<file path="src/rtl/quad_updown_decoder.sv">
// Quadrature up/down decoder: synchronizes phases A/B, decodes Gray-code steps
// into a wrapping position count with step/ovf/unf pulses and a sticky error flag.
module quad_updown_decoder #(
    parameter int SIZE = 8
) (
    input  logic            clk,
    input  logic            rst,
    input  logic            a_in,
    input  logic            b_in,
    input  logic            en,
    input  logic            clr,
    output logic [SIZE-1:0] count,
    output logic            dir_up,
    output logic            step,
    output logic            ovf,
    output logic            unf,
    output logic            err
);

    typedef enum logic {
        SETTLE,
        RUN
    } state_t;

    localparam logic [SIZE-1:0] CNT_MAX = {SIZE{1'b1}};
    localparam logic [SIZE-1:0] CNT_ONE = {{(SIZE-1){1'b0}}, 1'b1};

    state_t          state_q;
    logic [1:0]      settle_cnt_q;
    logic [1:0]      sync1_q;
    logic [1:0]      s_q;
    logic [1:0]      p_q;
    logic [SIZE-1:0] count_q;
    logic            dir_q;
    logic            step_q;
    logic            ovf_q;
    logic            unf_q;
    logic            err_q;

    logic            is_up;
    logic            is_dn;
    logic            is_bad;
    logic [SIZE-1:0] count_inc_d;
    logic [SIZE-1:0] count_dec_d;

    // NOTE: every always_comb output gets a default first so no latch is inferred.
    always_comb begin
        is_up = 1'b0;
        is_dn = 1'b0;
        case ({p_q, s_q})
            4'b00_10, 4'b10_11, 4'b11_01, 4'b01_00: is_up = 1'b1;
            4'b00_01, 4'b01_11, 4'b11_10, 4'b10_00: is_dn = 1'b1;
            default: ;
        endcase
        is_bad      = ((p_q ^ s_q) == 2'b11);
        count_inc_d = count_q + CNT_ONE;
        count_dec_d = count_q - CNT_ONE;
    end

    // NOTE: sequential state uses non-blocking assignments so all flops update together.
    always_ff @(posedge clk) begin
        if (rst) begin
            state_q      <= SETTLE;
            settle_cnt_q <= 2'd0;
            sync1_q      <= 2'b00;
            s_q          <= 2'b00;
            p_q          <= 2'b00;
            count_q      <= '0;
            dir_q        <= 1'b1;
            step_q       <= 1'b0;
            ovf_q        <= 1'b0;
            unf_q        <= 1'b0;
            err_q        <= 1'b0;
        end else begin
            sync1_q <= {a_in, b_in};
            s_q     <= sync1_q;
            p_q     <= s_q;
            step_q  <= 1'b0;
            ovf_q   <= 1'b0;
            unf_q   <= 1'b0;

            // Synchronizer and p hold reset garbage for three cycles; ignore them.
            if (state_q == SETTLE) begin
                if (settle_cnt_q == 2'd2) begin
                    state_q <= RUN;
                end else begin
                    settle_cnt_q <= settle_cnt_q + 2'd1;
                end
            end

            if (clr) begin
                count_q <= '0;
                err_q   <= 1'b0;
            end else if (state_q == RUN) begin
                if (is_bad) begin
                    err_q <= 1'b1;
                end
                if (en && is_up) begin
                    count_q <= count_inc_d;
                    dir_q   <= 1'b1;
                    step_q  <= 1'b1;
                    ovf_q   <= (count_q == CNT_MAX);
                end else if (en && is_dn) begin
                    count_q <= count_dec_d;
                    dir_q   <= 1'b0;
                    step_q  <= 1'b1;
                    unf_q   <= (count_q == '0);
                end
            end
        end
    end

    assign count  = count_q;
    assign dir_up = dir_q;
    assign step   = step_q;
    assign ovf    = ovf_q;
    assign unf    = unf_q;
    assign err    = err_q;

endmodule

</file>
<file path="config.mk">
export PLATFORM = sky130hd
export DESIGN_NAME = quad_updown_decoder
export DESIGN_NICKNAME = d
export VERILOG_FILES = /design/src/rtl/quad_updown_decoder.sv
export SDC_FILE = /design/constraint.sdc
export NUM_CORES = 1
export LEC_CHECK = 0
export CELL_PAD_IN_SITES_DETAIL_PLACEMENT = 2
export CELL_PAD_IN_SITES_GLOBAL_PLACEMENT = 2
export CORE_ASPECT_RATIO = 1.75
export CORE_MARGIN = 1.5
export CORE_UTILIZATION = 33
export DETAILED_ROUTE_END_ITERATION = 6
export GPL_TIMING_DRIVEN = 0
export PLACE_DENSITY_LB_ADDON = 0.1
export SYNTH_ARGS = -nofsm -noshare
export SYNTH_HDL_FRONTEND = slang
export SYNTH_SLANG_ARGS = --single-unit
</file>
<file path="constraint.sdc">
create_clock -name clk -period 3 [get_ports clk]
set_input_delay 0.6 -clock clk [delete_from_list [all_inputs] [get_ports clk]]
set_output_delay 0.6 -clock clk [all_outputs]
set_load 0.01 [all_outputs]
</file>
======== After elaboration in Yosys (flattened, before gate mapping) ========
Index checks and enable logic that the tools add are counted.
operators by class
  add/subtract/negate cells ............... 3
  equal/unequal tests ..................... 11
  multiplexer cells ....................... 10
  bitwise logic cells ..................... 6
  reductions and logical operators ........ 14
operators with widths
  operator               count
  $eq A4 B4 Y1 const B   4
  $mux W8                2
  $reduce_or A4 Y1       3
  $add A8 B1 Y8 const B  1
  $eq A4 B3 Y1 const B   2
  $eq A8 B8 Y1 const B   1
  $logic_not A8 Y1       1
  $mux W1                8
  $sub A8 B1 Y8 const B  1
  $reduce_and A2 Y1      3
  $not A1 Y1             5
  $reduce_or A5 Y1       1
  $eq A2 B2 Y1 const B   2
  $eq A4 B1 Y1 const B   1
  $eq A4 B2 Y1 const B   1
  $reduce_and A3 Y1      1
  $reduce_or A3 Y1       1
  $add A2 B1 Y2 const B  1
  $logic_and A1 B1 Y1    2
  $reduce_bool A2 Y1     1
  $reduce_or A2 Y1       1
  $xor A2 B2 Y2          1
word-level totals
  bits in registers ....................... 22
  bits of input ports ..................... 6
  output and inout port bits .............. 13
  logic and storage cells ................. 55

======== Logic depth before layout (Yosys ltp) ========
  depth in word-level cells ............... 6
  mapped depth ............................ 10
  mapped depth without buffers ............ 10

======== Least setup slack after synthesis ========
No wires, ideal clock.
  kind .................................... input -> register
  start ................................... input en
  end ..................................... register count_q[6] (netlist: count[6])
  setup time .............................. 133 ps
  arrival time ............................ 1,845 ps
  required time ........................... 2,867 ps
  path slack .............................. 1,022 ps
  stages on the path ...................... 7
  buffers on the path ..................... 0
  cells stage by stage .................... nand2_1 ha_1 nor2b_1 o31a_1 o22ai_1 mux2i_1 o21ai_0
between the ends
  word-level cells in the longest chain between the ends .. 3
  elaborated cells on any way between the ends .. 5
  those cells by class .................... mux: 1; reduce/logical: 4
RTL lines
  element                                 line     RTL
  start, declared                         10       input logic en,
  $logic_and A1 B1 Y1 (on tied branches)  98, 103
  $reduce_bool A2 Y1 (no line)            --
  $reduce_and A2 Y1 (no line)             --
  end signal, assigned                    99       count_q <= count_inc_d;
  end signal, assigned                    104      count_q <= count_dec_d;
  end, declared                           33       logic [SIZE-1:0] count_q;
Parallel ways exist; a longest one is shown, timed or not.
A chain may end at the register's enable or synchronous reset.

======== Final worst setup path ========
  start ................................... input en
  end ..................................... register count_q[5] (netlist: count[5])
The elaborated chain is that of the path after synthesis.

==> impl_results.md <==
- Sw power: 0.000188 W
- Remaining Overflow, GRT: 0
- Final setup margin: ~0.49 ns
- Synth area leader: dfxtp_1
- Critical path required time: 3.20 ns
- Row count: 27
- First DRT Iteration DRCs: 13
- Switching Fraction: 0.256
- Ys flop type: dfxtp_1
- Skew final: 0.00137 ns
- Clk sink count: 22
- Commonest cells post-synth: dfxtp_1, nor2_1, nor2b_1
- Pwr/cell area: 525 nW/µm²
- Startpoint types: primary input
- Internal: 0.000548 W
- Worst-margin pin slew: between 0.5 and 0.6 ns
- Post-CTS Setup Bufs: 0
- NumNets Final: 157
- Cell count after synthesis: 120
- Post-cts gate resize count: 0
- Final Hold Vio Count: 0
- CTS tree: built
- Syn avg cell area: ~9.1 µm²
- DP Wirelength: roughly 2.3 mm
- Input/output buffers: 18
- Setup crit end kind: flop
- Area contributors post-synth: dfxtp_1, ha_1, xnor2_1
- Vias: between 900 and 1000
- Worst Setup SP: en
- Final std cells w/o fill: 185
- Synth warn: 0
- Fin crit share: 0.836
- DRT Pass-1 Iters: 2
- Synthesis-to-finish area growth: 27.8%
- Initial antenna violation count: 0
- Min Hold Slack: 0.457 ns
- Reg2reg start: s_q[0]$_SDFF_PP0_
- Vias in the first global route: 1103
- Combinational share of power: 0.175
- Die Area: 3690 µm²
- I/O pin total: 19
- EDFF count, synth: 0
- Root buffer cell: clkbuf_8
- CTS buffer count: 3
- Worst slew margin: 0.652
- Die X: about 47 µm
- Largest fanout on the critical path: 7
- Bufs on Longest Clock Path: 2
- Clock network fraction of total power: 0.379
- Worst skew pair latency: between 0.2 and 0.3 ns
- Clock transition at the registers of the reported paths: 0.08 ns
- Synth cell types: 31
- Tot GR Track Use: 0.200
- Register-to-Register Path Depth: 10
- VDD IR max: 0.000289 V
- Register share of total power: 0.446
- Routability cong.: 0.733
- Status: finished clean
- Hold Buf Count CTS: 0
- Reg-to-reg setup timing slack: 0.65 ns
- Tmin final: around 2.5 ns
- Number of synthesized register bits: 22
- Share of post-route cells with drive strength above 1: 0.0634
- Fmax: ~0.40 GHz
- Leakage power: 0.541 nW
- Top cell type's share of synthesized area: 0.401
- Diode count: 0
- RR Endpoint: count[6]$_SDFFE_PP0P_
- DR WL/cell: 16.9 µm
- Core box area: 3180 µm²
- Top-count cell post-synth: dfxtp_1
- RSZ-0062 raised after global routing: no
- CP endpoint: count[5]$_SDFFE_PP0P_
- Netlist Area Pre-Place: 1100 µm²
- Placed insts: roughly 180
- Post-Route WL: ~3.1 mm
- Remaining DRCs: 0
- Die height: 79.3 µm
- Max-slew violation count: 0
- Register area share after synthesis: 0.401
- Worst Path Arrival: 2.71 ns
- Starting Density: 0.346
- Setup TNS: 0 ns
- First-pass GRT wire length: 5.24 mm
- Fraction of synthesis flops using an asynchronous set or reset pin: 0
- Setup-failing EPs final: 0
- MaxCap Viol Count: 0
- Largest net degree at the start of global routing: 14
- Clock H-tree levels: 1
- Crit Path Class: primary input to flop
- Syn_nets: ~130
- DR vias/cell: 5.15
- HP Class: flop to flop
- Number of routed nets with antenna violations: 0
- Place WS: 0.188 ns
## worst max-delay path, cell delays in order
cell             delay (ns)
clkdlybuf4s50_1        0.51
nand2_1                0.23
ha_1                   0.36
a21o_1                 0.18
a21oi_1                0.32
o21a_1                 0.23
xnor2_1                0.14
o2bb2ai_1              0.13
## per-stage QoR
step / util / instance area, µm² / total power (W)
finish: 0.442 / 1400 / 0.000737
global route: 0.442 / 1400 / 0.000774
CTS: 0.442 / 1400 / 0.000748
detailed placement: 0.419 / 1330 / 0.000464
global placement: 0.419 / 1330 / 0.000451
floorplan: - / 1100 / 0.000424
## power groups by stage
stage | clock, W | combinational (W) | sequential, W
after global routing | 0.000298 | 0.000144 | 0.000332
after floorplan | 0 | 0.0000912 | 0.000333
after CTS | 0.000287 | 0.000131 | 0.000330
final | 0.000279 | 0.000129 | 0.000329
after detailed placement | 0 | 0.000128 | 0.000336
after global placement | 0 | 0.000117 | 0.000334
## worst min path at each step
stage,start,endpoint,slack (ns),cells past startpoint
2_1_floorplan,sync1_q[0]$_SDFF_PP0_,s_q[0]$_SDFF_PP0_,0.41,1
3_3_place_gp,sync1_q[0]$_SDFF_PP0_,s_q[0]$_SDFF_PP0_,0.44,1
3_5_place_dp,sync1_q[1]$_SDFF_PP0_,s_q[1]$_SDFF_PP0_,0.44,1
4_1_cts,sync1_q[1]$_SDFF_PP0_,s_q[1]$_SDFF_PP0_,0.46,1
5_1_grt,sync1_q[1]$_SDFF_PP0_,s_q[1]$_SDFF_PP0_,0.48,1
6_report,sync1_q[1]$_SDFF_PP0_,s_q[1]$_SDFF_PP0_,0.46,1
## sequential cells by signal, indices dropped and copies added, names as in the netlist
signal	count
count	8
p_q	2
s_q	2
settle_cnt_q	2
sync1_q	2
dir_up	1
err	1
ovf	1
state_q	1
step	1
unf	1
## placed cells by master, fill, tap and decap left out
cell,n
nor2_4,1
clkdlybuf4s50_1,18
a211oi_1,1
o21ai_0,5
nor3_1,4
a211oi_2,1
xor2_2,1
o2bb2ai_1,1
nand4_1,3
inv_1,4
or2_2,2
or4_1,2
o21a_1,2
o31a_1,1
nand2_1,7
fa_1,1
xnor2_1,7
dfxtp_1,22
a21o_1,1
nor2b_1,8
mux2i_1,4
o221ai_1,1
or3_1,1
bufinv_16,1
nor4b_1,1
clkbuf_1,3
o22ai_1,2
clkbuf_8,3
a21oi_1,5
and3_1,2
xor2_1,2
nor2_1,15
ha_1,7
nor4_1,3
## cell type report
class | instances | area [µm²]
Timing Repair Buffer | 18 | 180
Sequential cell | 22 | 440
Clock inverter | 1 | 30.0
Tap cell | 43 | 53.8
Fill cell | 374 | 1770
Multi-Input combinational cell | 91 | 631
Clock buffer | 3 | 41.3
Inverter | 4 | 15.0
Buffer | 3 | 11.3
## kinds of logic after synthesis
group | Yosys count | synth area share
AO/OA/AOI/OAI | 20 | 0.120
AND/OR/NAND/NOR | 49 | 0.234
multiplexers | 4 | 0.0365
adder cells (fa/ha/maj) | 8 | 0.0981
flip-flops | 22 | 0.401
buffers and inverters | 7 | 0.0239
XOR/XNOR | 10 | 0.0867
## per-layer routing
layer | GRT usage | up-vias | share of wire
met5 | 0 | - | 0
met4 | 0.0600 | 0 | 0.013
met3 | 0.0273 | 5 | 0.016
met2 | 0.397 | 15 | 0.61
met1 | 0.192 | 469 | 0.36
li1 | - | 463 | -
(Power assumes the default switching activity.)
